$ cat src/rtl/lsu_queue.sv
// lsu_queue -- in-order load/store queue in front of the unified cache data port.
//
// Buffers memory ops from dispatch/commit and issues them one at a time over
// the en_ls / in_fifo / finish handshake. Load results are byte-reversed out of
// the cache packing, sign/zero-extended and broadcast with their tag.
//
// Optional feature macro: LSU_MISALIGN_CHK_EN
//   When defined, misaligned halfword/word heads are never issued. They complete
//   locally with out_err_o=1, and the out_err_o port is added.
//
// Ports
//   clk_i, rst_i            clock, async active-high reset
//   rdy_i                   global ready; low freezes the queue and aborts cache traffic
//   in_valid_i/in_ready_o   enqueue handshake
//   in_store_i, in_funct3_i, in_addr_i, in_data_i, in_tag_i   op fields
//   flush_i                 mispredict flush
//   en_ls_o, ls_oper_o, ls_addr_o, ls_data_o, ls_size_o       cache request
//   in_fifo_i               cache accepted request (pulse)
//   finish_i, ls_data_out_i cache load completion and data
//   out_valid_o, out_tag_o, out_data_o (, out_err_o)          result broadcast
//   count_o                 occupied entries
//
// state | meaning
// ------+-----------------------------------------------------------
// IDLE  | no cache request open; issue or locally complete the head
// REQ   | request presented, waiting for in_fifo
// WAIT  | load accepted, waiting for finish
module lsu_queue #(
   parameter int DEPTH   = 8,
   parameter int DEPTH_W = 3,
   parameter int TAG_W   = 4
) (
   input  logic               clk_i,
   input  logic               rst_i,
   input  logic               rdy_i,
   input  logic               in_valid_i,
   output logic               in_ready_o,
   input  logic               in_store_i,
   input  logic [2:0]         in_funct3_i,
   input  logic [31:0]        in_addr_i,
   input  logic [31:0]        in_data_i,
   input  logic [TAG_W-1:0]   in_tag_i,
   input  logic               flush_i,
   output logic               en_ls_o,
   output logic               ls_oper_o,
   output logic [31:0]        ls_addr_o,
   output logic [31:0]        ls_data_o,
   output logic [7:0]         ls_size_o,
   input  logic               in_fifo_i,
   input  logic               finish_i,
   input  logic [31:0]        ls_data_out_i,
   output logic               out_valid_o,
   output logic [TAG_W-1:0]   out_tag_o,
   output logic [31:0]        out_data_o,
`ifdef LSU_MISALIGN_CHK_EN
   output logic               out_err_o,
`endif
   output logic [DEPTH_W:0]   count_o
);

   typedef enum logic [1:0] {
      IDLE = 2'd0,
      REQ  = 2'd1,
      WAIT = 2'd2
   } state_t;

   localparam logic [DEPTH_W:0]   CNT_FULL = (DEPTH_W+1)'(DEPTH);
   localparam logic [DEPTH_W:0]   CNT_ONE  = (DEPTH_W+1)'(1);
   localparam logic [DEPTH_W-1:0] PTR_ONE  = DEPTH_W'(1);

   logic             mem_store [DEPTH];
   logic [2:0]       mem_funct3[DEPTH];
   logic [31:0]      mem_addr  [DEPTH];
   logic [31:0]      mem_data  [DEPTH];
   logic [TAG_W-1:0] mem_tag   [DEPTH];

   state_t             state_q, state_d;
   logic [DEPTH_W-1:0] head_q, head_d, tail_q, tail_d;
   logic [DEPTH_W:0]   count_q, count_d;
   logic               drop_q, drop_d;
   logic               en_ls_q, en_ls_d;
   logic               ls_oper_q, ls_oper_d;
   logic [31:0]        ls_addr_q, ls_addr_d;
   logic [31:0]        ls_data_q, ls_data_d;
   logic [7:0]         ls_size_q, ls_size_d;
   logic               out_valid_q, out_valid_d;
   logic [TAG_W-1:0]   out_tag_q, out_tag_d;
   logic [31:0]        out_data_q, out_data_d;
`ifdef LSU_MISALIGN_CHK_EN
   logic               out_err_q, out_err_d;
   logic               h_misalign;
`endif

   logic             push, pop, empty, h_local;
   logic             h_store;
   logic [2:0]       h_funct3;
   logic [31:0]      h_addr, h_data;
   logic [TAG_W-1:0] h_tag;
   logic [15:0]      v16;
   logic [31:0]      ld_ext;
   logic [7:0]       h_size;

   assign empty      = (count_q == '0);
   assign in_ready_o = (count_q != CNT_FULL);
   assign push       = in_valid_i & in_ready_o & rdy_i & ~flush_i;

   assign h_store  = mem_store[head_q];
   assign h_funct3 = mem_funct3[head_q];
   assign h_addr   = mem_addr[head_q];
   assign h_data   = mem_data[head_q];
   assign h_tag    = mem_tag[head_q];

`ifdef LSU_MISALIGN_CHK_EN
   assign h_misalign = ((h_funct3[1:0] == 2'b01) && h_addr[0]) ||
                       ((h_funct3[1:0] == 2'b10) && (h_addr[1:0] != 2'b00));
   assign h_local    = (h_addr == 32'd0) || h_misalign;
`else
   assign h_local    = (h_addr == 32'd0);
`endif

   always_comb begin
      case (h_funct3[1:0])
         2'b00:   h_size = 8'd1;
         2'b01:   h_size = 8'd2;
         default: h_size = 8'd4;
      endcase
   end

   // Cache packs the lowest-address byte most-significant inside the low
   // size*8 bits, so undo that before extending.
   always_comb begin
      v16    = {ls_data_out_i[7:0], ls_data_out_i[15:8]};
      ld_ext = '0;
      case (h_funct3[1:0])
         2'b00:   ld_ext = {{24{~h_funct3[2] & ls_data_out_i[7]}}, ls_data_out_i[7:0]};
         2'b01:   ld_ext = {{16{~h_funct3[2] & v16[15]}}, v16};
         default: ld_ext = {ls_data_out_i[7:0], ls_data_out_i[15:8],
                            ls_data_out_i[23:16], ls_data_out_i[31:24]};
      endcase
   end

   always_comb begin
      state_d     = state_q;
      drop_d      = drop_q;
      en_ls_d     = en_ls_q;
      ls_oper_d   = ls_oper_q;
      ls_addr_d   = ls_addr_q;
      ls_data_d   = ls_data_q;
      ls_size_d   = ls_size_q;
      out_valid_d = 1'b0;
      out_tag_d   = out_tag_q;
      out_data_d  = out_data_q;
`ifdef LSU_MISALIGN_CHK_EN
      out_err_d   = out_err_q;
`endif
      pop         = 1'b0;

      if (!rdy_i) begin
         // Cache drops in-flight state; the head stays queued and re-issues.
         if (state_q != IDLE) begin
            state_d = IDLE;
            en_ls_d = 1'b0;
            drop_d  = 1'b0;
         end
      end else if (flush_i) begin
         case (state_q)
            REQ: begin
               en_ls_d = 1'b0;
               // A load accepted on the flush edge still owes a finish; swallow it.
               if (in_fifo_i && !ls_oper_q) begin
                  state_d = WAIT;
                  drop_d  = 1'b1;
               end else begin
                  state_d = IDLE;
               end
            end
            WAIT: begin
               if (finish_i) begin
                  state_d = IDLE;
                  drop_d  = 1'b0;
               end else begin
                  drop_d  = 1'b1;
               end
            end
            default: ;
         endcase
      end else begin
         case (state_q)
            IDLE: begin
               if (!empty) begin
                  if (h_local) begin
                     pop = 1'b1;
`ifdef LSU_MISALIGN_CHK_EN
                     if (h_misalign) begin
                        out_valid_d = 1'b1;
                        out_err_d   = 1'b1;
                        out_tag_d   = h_tag;
                        out_data_d  = '0;
                     end else
`endif
                     if (!h_store) begin
                        out_valid_d = 1'b1;
                        out_tag_d   = h_tag;
                        out_data_d  = '0;
`ifdef LSU_MISALIGN_CHK_EN
                        out_err_d   = 1'b0;
`endif
                     end
                  end else begin
                     en_ls_d   = 1'b1;
                     ls_oper_d = h_store;
                     ls_addr_d = h_addr;
                     ls_data_d = h_data;
                     ls_size_d = h_size;
                     state_d   = REQ;
                  end
               end
            end
            REQ: begin
               if (in_fifo_i) begin
                  en_ls_d = 1'b0;
                  if (ls_oper_q) begin
                     pop     = 1'b1;
                     state_d = IDLE;
                  end else begin
                     state_d = WAIT;
                  end
               end
            end
            WAIT: begin
               if (finish_i) begin
                  state_d = IDLE;
                  if (drop_q) begin
                     drop_d = 1'b0;
                  end else begin
                     pop         = 1'b1;
                     out_valid_d = 1'b1;
                     out_tag_d   = h_tag;
                     out_data_d  = ld_ext;
`ifdef LSU_MISALIGN_CHK_EN
                     out_err_d   = 1'b0;
`endif
                  end
               end
            end
            default: state_d = IDLE;
         endcase
      end
   end

   always_comb begin
      head_d  = head_q;
      tail_d  = tail_q;
      count_d = count_q;
      if (flush_i) begin
         head_d  = tail_q;
         count_d = '0;
      end else begin
         if (push) tail_d = tail_q + PTR_ONE;
         if (pop)  head_d = head_q + PTR_ONE;
         case ({push, pop})
            2'b10:   count_d = count_q + CNT_ONE;
            2'b01:   count_d = count_q - CNT_ONE;
            default: count_d = count_q;
         endcase
      end
   end

   always_ff @(posedge clk_i) begin
      if (push) begin
         mem_store[tail_q]  <= in_store_i;
         mem_funct3[tail_q] <= in_funct3_i;
         mem_addr[tail_q]   <= in_addr_i;
         mem_data[tail_q]   <= in_data_i;
         mem_tag[tail_q]    <= in_tag_i;
      end
   end

   always_ff @(posedge clk_i or posedge rst_i) begin
      if (rst_i) begin
         state_q     <= IDLE;
         head_q      <= '0;
         tail_q      <= '0;
         count_q     <= '0;
         drop_q      <= 1'b0;
         en_ls_q     <= 1'b0;
         ls_oper_q   <= 1'b0;
         ls_addr_q   <= '0;
         ls_data_q   <= '0;
         ls_size_q   <= '0;
         out_valid_q <= 1'b0;
         out_tag_q   <= '0;
         out_data_q  <= '0;
`ifdef LSU_MISALIGN_CHK_EN
         out_err_q   <= 1'b0;
`endif
      end else begin
         state_q     <= state_d;
         head_q      <= head_d;
         tail_q      <= tail_d;
         count_q     <= count_d;
         drop_q      <= drop_d;
         en_ls_q     <= en_ls_d;
         ls_oper_q   <= ls_oper_d;
         ls_addr_q   <= ls_addr_d;
         ls_data_q   <= ls_data_d;
         ls_size_q   <= ls_size_d;
         out_valid_q <= out_valid_d;
         out_tag_q   <= out_tag_d;
         out_data_q  <= out_data_d;
`ifdef LSU_MISALIGN_CHK_EN
         out_err_q   <= out_err_d;
`endif
      end
   end

   assign en_ls_o     = en_ls_q;
   assign ls_oper_o   = ls_oper_q;
   assign ls_addr_o   = ls_addr_q;
   assign ls_data_o   = ls_data_q;
   assign ls_size_o   = ls_size_q;
   assign out_valid_o = out_valid_q;
   assign out_tag_o   = out_tag_q;
   assign out_data_o  = out_data_q;
   assign count_o     = count_q;
`ifdef LSU_MISALIGN_CHK_EN
   assign out_err_o   = out_err_q;
`endif

endmodule
$ cat config.mk
export PLATFORM = sky130hd
export DESIGN_NAME = lsu_queue
export DESIGN_NICKNAME = d
export VERILOG_FILES = /design/src/rtl/lsu_queue.sv
export SDC_FILE = /design/constraint.sdc
export NUM_CORES = 1
export LEC_CHECK = 0
export ABC_AREA = 1
export ABC_CLOCK_PERIOD_IN_PS = 6030
export BUFFER_PORTS_ARGS = -buffer_cell sky130_fd_sc_hd__buf_4
export CAP_MARGIN = 30
export CORE_MARGIN = 2
export CORE_UTILIZATION = 60
export DETAILED_ROUTE_END_ITERATION = 8
export HOLD_SLACK_MARGIN = 0.08
export PLACE_DENSITY = 0.8
export SLEW_MARGIN = 5
export SYNTH_ARGS = -nofsm -noshare
export SYNTH_HDL_FRONTEND = slang
export SYNTH_SLANG_ARGS = --single-unit
$ cat constraint.sdc
create_clock -name clk_i -period 6.03 [get_ports clk_i]
set_clock_uncertainty 0.1 [all_clocks]
set_input_delay 0.3015 -clock clk_i [delete_from_list [all_inputs] [get_ports clk_i]]
set_output_delay 0.3015 -clock clk_i [all_outputs]
set_load 0.03 [all_outputs]
==> flow_results.org, run 1 <==
** Setup path
- WP data required :: 6.42 ns
- Maximum fanout along the worst path :: 72
- Arrival time of the worst setup path :: 5.04 ns
- In this design, the stage delay of the slowest critical-path cell is around 0.72 ns.
- The most critical setup path has its startpoint at head_q[1].
- Critical path's slowest cell :: sky130_fd_sc_hd__inv_4
- Following the worst setup path forward leads to its endpoint at out_data_o[0].
- The worst register-to-register path has a depth of 10.
- Crit. End Element :: register
- Ordered cell list for the critical path :: inv_4 > o21ai_0 > o221ai_1 > nand2_1 > inv_2 > or2_1 > o221ai_1 > dlygate4sd3_1 > nand3_1 > nand2_1
- In this run the critical register-to-register path is captured at out_data_o[0].
- Flop-to-flop setup slack :: 1.38 ns
- The worst register-to-register path begins at head_q[1].
- Launching element type of the critical path :: register
- Start-to-end type of the worst setup path :: register to register

** Global route
- GR met3 Demand/Resource :: 4.564%
- Met1 track demand over resource in global routing :: between 30% and 40%
- The number of global-route vias before repair is 19.65k.
- GRT Max-Usage Layer :: met2
- For this run the aggregate overflow at the end of global routing stands at 0.
- First-pass GRT wire length :: approximately 110000 microns
- For this run, the total global-route usage over all layers was measured as 29.58%.
- Initial antenna violation count :: 3
- Entering global routing, the biggest net connects 163 pins.
- Global-route met2 utilization :: 49.17%

** Power
- Clk pwr share :: around 29%
- The internal power of the cells totals 9.719 mW.
- Summed over all nets, the switching power comes to 5.366 mW.
- The analysis attributes to cell leakage a power of 13.55 nW.
- Total power of the final layout :: about 15 mW
- Net switching is between 30% and 40% of the power.
- Relative contribution of sequential cells to total power :: 40.5%
- VDD sags by at most roughly 0.34 mV.
- Share of total power in combinational logic :: a little under a third
- Power density over the cells :: 447.1 nW/um^2

** Routing
- Routed Antenna Nets :: 0
- Dividing the detail-routed via count by the number of cells gives about 6.
- The first routing iteration left 2317 violations.
- After detailed routing, the total wire length is 71620 microns.
- Number of search-and-repair iterations in the first detailed-routing pass :: 8
- The routed layout has 19.88k vias.
- Number of DRC violations after detailed routing :: 0
- Routed WL per cell :: 21.61 microns

** Layout
- Cells fill 72.79% of the core in the end.
- P&R area growth vs syn :: 20.14%
- Fill cells in the final layout number 2879.
- At the end of the flow, the number of nets in the layout was 2770.
- Cells with a size suffix above 1 make up 14.09% of the layout.

** CTS
- Cts-stage hold buffer count :: 110
- The H-tree generated during clock tree synthesis spans 3 levels.
- In this run the deepest clock path goes through 3 buffers.
- CTS placed an instance of sky130_fd_sc_hd__clkbuf_16 at the clock tree root.
- Buffers added to address setup during post-CTS repair amount to 0.
- Clock latency on the worst-skew pair, taken at its later pin, is 0.62 ns.
- The tree built by TritonCTS fans out to 695 sinks.
- After clock tree synthesis, the clock-pin slew on the worst setup and hold paths is approximately 0.060 ns.
- Post-CTS Resized :: 0
- TritonCTS built the clock tree.
- The number of clock buffers added by TritonCTS is 70.

** STA
- For the pin with the worst max-slew slack, the measured transition is 0.9567 ns.
- Final hold violations :: 0
- Setup slack after layout :: 1.381 ns
- Max frequency :: around 220 MHz
- In this run the tightest slew margin relative to its limit is 36.22%.
- The final-report max-slew violation count is 0.
- Fin Setup TNS :: 0 ns
- Setup violations remaining at the end of the flow were counted as 0.
- Final worst path period share :: 77.09%
- Final period demand of the worst path :: 4.649 ns
- Setup repair after global routing left no endpoint under its margin.

** Yosys
- Synth area leader :: sky130_fd_sc_hd__edfxtp_1
- Syn Std Cell Area :: 28090 sq um
- Warnings from Yosys :: 0
- Synthesis instantiated 37 different standard cells from the library.
- In the synthesized netlist the dominant register cell turns out to be sky130_fd_sc_hd__edfxtp_1.
- Commonest cells post-synth :: sky130_fd_sc_hd__edfxtp_1 (576), sky130_fd_sc_hd__nand2_1 (559), sky130_fd_sc_hd__nor2_1 (162)
- Cell with the most instances after synthesis :: sky130_fd_sc_hd__edfxtp_1
- Synthesis handed over a netlist of 2356 instances.
- Count of flip-flops with a built-in enable after synthesis :: about 580
- Post-synth top area share :: 61.58%
- Of the synthesized area, sequential elements account for 72.18%.
- The average instance in the mapped netlist occupies 11.92 sq um.
- Yosys attributes the largest share of cell area to sky130_fd_sc_hd__edfxtp_1 (62%), sky130_fd_sc_hd__dfrtp_1 (11%), sky130_fd_sc_hd__nand2_1 (7.5%).
- After synthesis the netlist holds a flip-flop and latch count of 695.
- Share of flip-flops with an asynchronous set or reset after synthesis :: 17.12%

** Place
- After legalization and detailed placement, the total HPWL measured 38200 microns.
- Timing analysis after detailed placement gives a worst setup slack of 1.655 ns.
- Number of buffers added on ports :: between 200 and 250
- The congestion estimate from routability-driven global placement came to 0.8705.

** Floorplanning
- In this run the standard cell core region covers about 46000 sq um.
- For this configuration, the core starts out at a cell density of 60.59%.
- In this run the count of I/O pins placed on the die edge is 227.
- DIE HEIGHT :: roughly 220 microns
- The die covers approximately 50000 sq um.
- Width of the chip :: 220.4 microns
- Std-Cell Rows :: 79

** Outcome
- The flow ran to the end, and the final reports show no timing, DRC or antenna violations.

** Flow run
- The tool flagged a number of max-cap violations equal to 0.

** Hold path
- Kind of path behind the tightest hold check :: input port to asynchronous set/reset pin
-- through the flow --
step	cells	hold WS [ns]	cell area, sq um
detailed placement	3074	0.1712	30320
CTS	3312	0.08512	33740
floorplan	2360	0.3004	28100
global route	3313	0.1259	33740
finish	3314	0.1015	33740
global placement	3069	0.3632	30190
-- critical path, delay by kind of cell, from the launching register on --
kind / cells / cell delay [ns]
buffers and inverters: 3 / 1.82
and+or+nand+nor: 4 / 1.22
DFF: 1 / 0.71
AOI/OAI and AO/OA: 3 / 0.64
-- per-layer routing --
layer | routed length [microns] | vias up | share of wire [%]
met5 | 22 | - | 0.031
met4 | 2864 | 4 | 4.0
met3 | 6680 | 231 | 9.3
met2 | 34820 | 1212 | 49
met1 | 27230 | 9572 | 38
li1 | - | 8861 | -
-- worst min-delay path by stage --
stage	depth (start not counted)	end	startpoint	slack (ns)
3_5_place_dp	2	out_tag_o[2]	rst_i	0.17
3_3_place_gp	1	ls_data_o[17]	ls_data_o[17]	0.36
4_1_cts	3	out_tag_o[2]	rst_i	0.09
6_report	3	out_data_o[21]	rst_i	0.10
5_1_grt	3	out_tag_o[2]	rst_i	0.13
2_1_floorplan	0	mem_addr[0][0]	in_addr_i[0]	0.30
-- state kept, by name, summed over array words and instances (netlist names) --
register and flops:
count_o 4, mem_data 256, ls_size_o 3, out_tag_o 4, ls_addr_o 32, head_q 3
tail_q 3, en_ls_o 1, state_q 2, mem_funct3 24, mem_store 8, ls_oper_o 1
out_valid_o 1, out_data_o 32, mem_tag 32, mem_addr 256, ls_data_o 32, drop_q 1
-- cell type report --
cell class	instances	area, sq um	area share, %
Antenna cell	2	5.005	0.01483
Timing Repair Buffer	365	3151	9.337
Clock inverter	26	317.8	0.9419
Tap cell	607	759.5	2.251
Multi-Input combinational cell	1355	6600	19.56
Sequential cell	695	20280	60.11
Clock buffer	102	2003	5.937
Inverter	162	623.1	1.847
-- placed cells by master, fill, tap and decap left out, types with 32 or more instances in the layout --
cell type,synthesis,routed
sky130_fd_sc_hd__clkbuf_16,0,71
sky130_fd_sc_hd__dlygate4sd3_1,0,110
sky130_fd_sc_hd__nor2_1,162,154
sky130_fd_sc_hd__a21o_1,32,32
sky130_fd_sc_hd__buf_4,18,246
sky130_fd_sc_hd__a221oi_1,64,64
sky130_fd_sc_hd__a21oi_1,137,137
sky130_fd_sc_hd__inv_1,157,155
sky130_fd_sc_hd__nand2_1,559,558
sky130_fd_sc_hd__dfrtp_1,119,116
sky130_fd_sc_hd__o21a_1,32,32
sky130_fd_sc_hd__o21ai_0,131,131
sky130_fd_sc_hd__edfxtp_1,576,576
sky130_fd_sc_hd__nand3_1,136,136
-- kinds of logic (layout without fill, tap and decap cells) --
kind of cell / after synthesis / count (layout) / share of synthesized area [%]
AOI/OAI and AO/OA: 467 / 467 / 10.29
xor gates and xnor gates: 3 / 3 / 0.09357
adders and majority gates: 10 / 10 / 0.4722
buffers and inverters: 310 / 655 / 4.611
DFF: 695 / 695 / 72.18
other: 1 / 7 / 0.01335
and+or+nand+nor: 870 / 870 / 12.34
-- power by group through the flow --
stage	Clock [mW]	Sequential (mW)	Combinational (mW)
6_report	4.37	6.11	4.61
5_1_grt	4.58	6.15	4.98
4_1_cts	4.41	6.10	4.55
3_5_place_dp	0	6.19	4.42
3_3_place_gp	0	6.17	4.28
2_1_floorplan	0	6.62	2.45
Note: power is estimated with default switching activity, not from simulation.
==> run 2: changes to the inputs <==
--- a/config.mk
+++ b/config.mk
@@ -6,7 +6,7 @@
 export NUM_CORES = 1
 export LEC_CHECK = 0
 export ABC_AREA = 1
-export ABC_CLOCK_PERIOD_IN_PS = 6030
+export ABC_CLOCK_PERIOD_IN_PS = 4850
 export BUFFER_PORTS_ARGS = -buffer_cell sky130_fd_sc_hd__buf_4
 export CAP_MARGIN = 30
 export CORE_MARGIN = 2
==> constraint.sdc (replaced) <==
create_clock -name clk_i -period 4.85 [get_ports clk_i]
set_clock_uncertainty 0.1 [all_clocks]
set_input_delay 0.2425 -clock clk_i [delete_from_list [all_inputs] [get_ports clk_i]]
set_output_delay 0.2425 -clock clk_i [all_outputs]
set_load 0.03 [all_outputs]
==> flow_results.org, run 2 (synthesis gave the netlist of run 1 again) <==
** Outcome
- Outcome :: complete, no violations

** Routing
- Routed Antenna Nets :: 0
- Dividing the detail-routed wire length by the instance count gives 21.33 microns.
- The routed design has between 70000 and 80000 microns of wire.
- For this block, the via count after detailed routing is 19.88k.
- For this run, design rule violations remaining after detail routing come to 0.
- For this run, the detailed router's first-pass iteration total came to 6.
- Via density per instance :: 5.982
- The detailed router finished its first iteration with about 2.4k violations.

** Layout
- Share of layout cells above drive strength 1 :: roughly 14%
- Leaving out fill and tap cells, the most frequent cell in the layout is sky130_fd_sc_hd__edfxtp_1.
- P&R area growth vs syn :: 20.08%
- Net total in the final layout :: 2779
- Register cell area after layout :: 20280 sq um
- The largest registers in the layout are mem_addr (256), mem_data (256).
- Fill cells in the final layout number approximately 2.8k.
- Commonest cells after routing, fill and taps aside :: sky130_fd_sc_hd__edfxtp_1 (576), sky130_fd_sc_hd__nand2_1 (558), sky130_fd_sc_hd__buf_4 (253), sky130_fd_sc_hd__inv_1 (155), sky130_fd_sc_hd__nor2_1 (154)
- Util after Layout :: approximately 73%
- The finished cells cover 33730 sq um.
- Multi-input gate area in the final layout :: 6600 sq um
- Once layout is complete, the cells apart from fillers number around 3.3k.

** Global route
- Maximum number of pins on one net before global-route repair :: 141
- The number of global-route vias before repair came to between 15k and 20k.
- Gr usage total :: 29.07%
- For this run the aggregate overflow at the end of global routing stands at 0.
- Initial antenna violation count :: 5
- The first global-routing pass estimated 107200 microns of wire.

** Power
- Peak supply drop :: 0.4087 mV
- For this design the ratio of total power to cell area is roughly 550 nW/um^2.
- For this design the static power due to leakage is 13.53 nW.
- Share of total power in combinational logic :: 31.1%
- Of the total power, the clock network draws 28.5%.
- Net switching is 35.30% of the power.
- Reported net switching power :: approximately 6.6 mW
- Relative contribution of sequential cells to total power :: 40.4%
- Internal :: roughly 12 mW
- Total power of the final layout :: approximately 19 mW

** Floorplanning
- 227 I/O pins were placed.
- Initial cell density of the core :: 60.59%
- In this run the vertical extent of the chip is 220.4 microns.
- Row generation in the floorplan step produced 79 rows.
- The floorplan step defined a core boundary enclosing between 40000 and 50000 sq um.
- Total Die Area :: a little under 50000 sq um
- In this run the horizontal extent of the chip is around 220 microns.

** STA
- Setup violations remaining at the end of the flow were counted as 0.
- Setup slack after layout :: 0.3166 ns
- Hold timing on the final database bottoms out at a slack of 0.2534 ns.
- Final hold violations :: 0
- Max-Slew Margin vs Limit :: between 30% and 40%
- Fin Setup TNS :: 0 ns
- The final-report max-slew violation count came to 0.
- The routed design could run at a clock period as short as 4.533 ns.
- After layout, the worst path uses between 90% and 100% of the clock period.
- Pin slew with the least headroom to its limit :: approximately 1.0 ns
- Max frequency :: 220.6 MHz
- Setup repair after global routing left no endpoint under its margin.

** Setup path
- The slowest stage of the critical path belongs to the cell sky130_fd_sc_hd__dfrtp_4.
- WP data required :: 5.23 ns
- In this run the worst path has a maximum fanout of 60.
- Ordered cell list for the critical path :: inv_4 > buf_4 > o21ai_0 > o221ai_1 > nand2_1 > inv_2 > or2_1 > o221ai_1 > dlygate4sd3_1 > nand3_1 > nand2_1
- Counting buffers and inverters, the worst setup path is 11 cells deep.
- Crit. End Element :: register
- For the worst flop-to-flop path, the logic depth is 11.
- Together, buffers and inverters on the worst path number 4.
- Highest cell delay on the worst timing path :: ~0.7 ns
- For the worst setup path, the data arrival time is 4.92 ns.
- By startpoint and endpoint, the worst setup path is classified as register to register.
- Launching element type of the critical path :: register
- In this design, the largest share of critical-path delay is due to buffers and inverters.

** CTS
- Clock tree from TritonCTS :: built
- CTS saw ~700 sinks.
- Clock network latency to the later pin of the worst-skew pair :: 0.60 ns
- The number of setup buffers added after CTS is 0.
- Number of buffers inserted during clock tree synthesis :: 69
- The H-tree was split into 3 levels.
- CTS Buffer Depth :: 3
- Clk slew on worst S/H paths :: 0.06 ns
- Clock Root Buffer :: sky130_fd_sc_hd__clkbuf_16

** Place
- Weighted congestion at the end of routability-driven global placement :: 0.8643
- During placement, the flow inserted port buffers numbering roughly 220.
- Detailed Place HPWL :: ~38000 microns
- Prior to clock tree synthesis, the placed netlist has a worst setup slack of 0.6664 ns.
- Area after DPL :: 30310 sq um
- In this run, placement finished with an instance count of approximately 3.1k.

** Flow run
- Number of max-cap violations :: 0

** Hold path
- Kind of path behind the tightest hold check :: input port to asynchronous set/reset pin
-- run 2: cell count changes in the layout (fill, tap and decap cells not counted), moves of 3 or more --
cell and delta:
sky130_fd_sc_hd__buf_16 -3, sky130_fd_sc_hd__buf_4 +7, sky130_fd_sc_hd__clkbuf_1 +4, sky130_fd_sc_hd__clkbuf_8 -6
sky130_fd_sc_hd__clkinv_1 +3, sky130_fd_sc_hd__dlygate4sd3_1 +3
-- run 2: area by class of cell --
class	instances	area share, %
inverter	162	1.847
multi-input combinational	1355	19.57
antenna	3	0.02226
clock inverter	27	0.9386
sequential	695	60.14
clock buffer	100	5.739
timing repair buffer	375	9.493
tap	607	2.252
-- run 2: path summary, 6_finish.rpt --
kind | start | to | slack [ns]
worst max-delay path | head_q[1] | out_data_o[6] | 0.32
worst min-delay path | rst_i | ls_data_o[7] | 0.25
worst max register to register | head_q[1] | out_data_o[6] | 0.32
worst min register to register | ls_data_o[23] | ls_data_o[23] | 0.38
max in group asynchronous | rst_i | head_q[0] | 3.24
min in group clk_i | in_data_i[3] | mem_data[4][3] | 0.32
-- run 2: power groups by stage --
stage / registers [mW] / clock network, mW / logic [mW]
floorplan: 8.22 / 0 / 3.05
global placement: 7.61 / 0 / 5.37
detailed placement: 7.63 / 0 / 5.56
CTS: 7.52 / 5.34 / 5.71
global route: 7.58 / 5.61 / 6.26
finish: 7.53 / 5.31 / 5.79
-- run 2: metal layers --
| layer | routed length [microns] | track usage [%] | up-vias |
|---|---|---|---|
| met3 | 6420 | 4.371 | 210 |
| met4 | 2825 | 14.50 | 4 |
| met2 | 34800 | 48.16 | 1180 |
| met1 | 26810 | 37.86 | 9617 |
| met5 | 27 | 0 | - |
| li1 | - | - | 8873 |
-- run 2: worst min-delay path, cell delays in order --
cell and delay [ns]:
sky130_fd_sc_hd__dlygate4sd3_1 0.54, sky130_fd_sc_hd__buf_4 0.14, sky130_fd_sc_hd__inv_4 0.51
-- run 2: timing repair --
action                                 4_1_cts  5_1_grt
endpoints found under the hold margin      666        0
setup endpoints to repair                    0        1
hold buffers                               113        0
resized for setup                            0        1
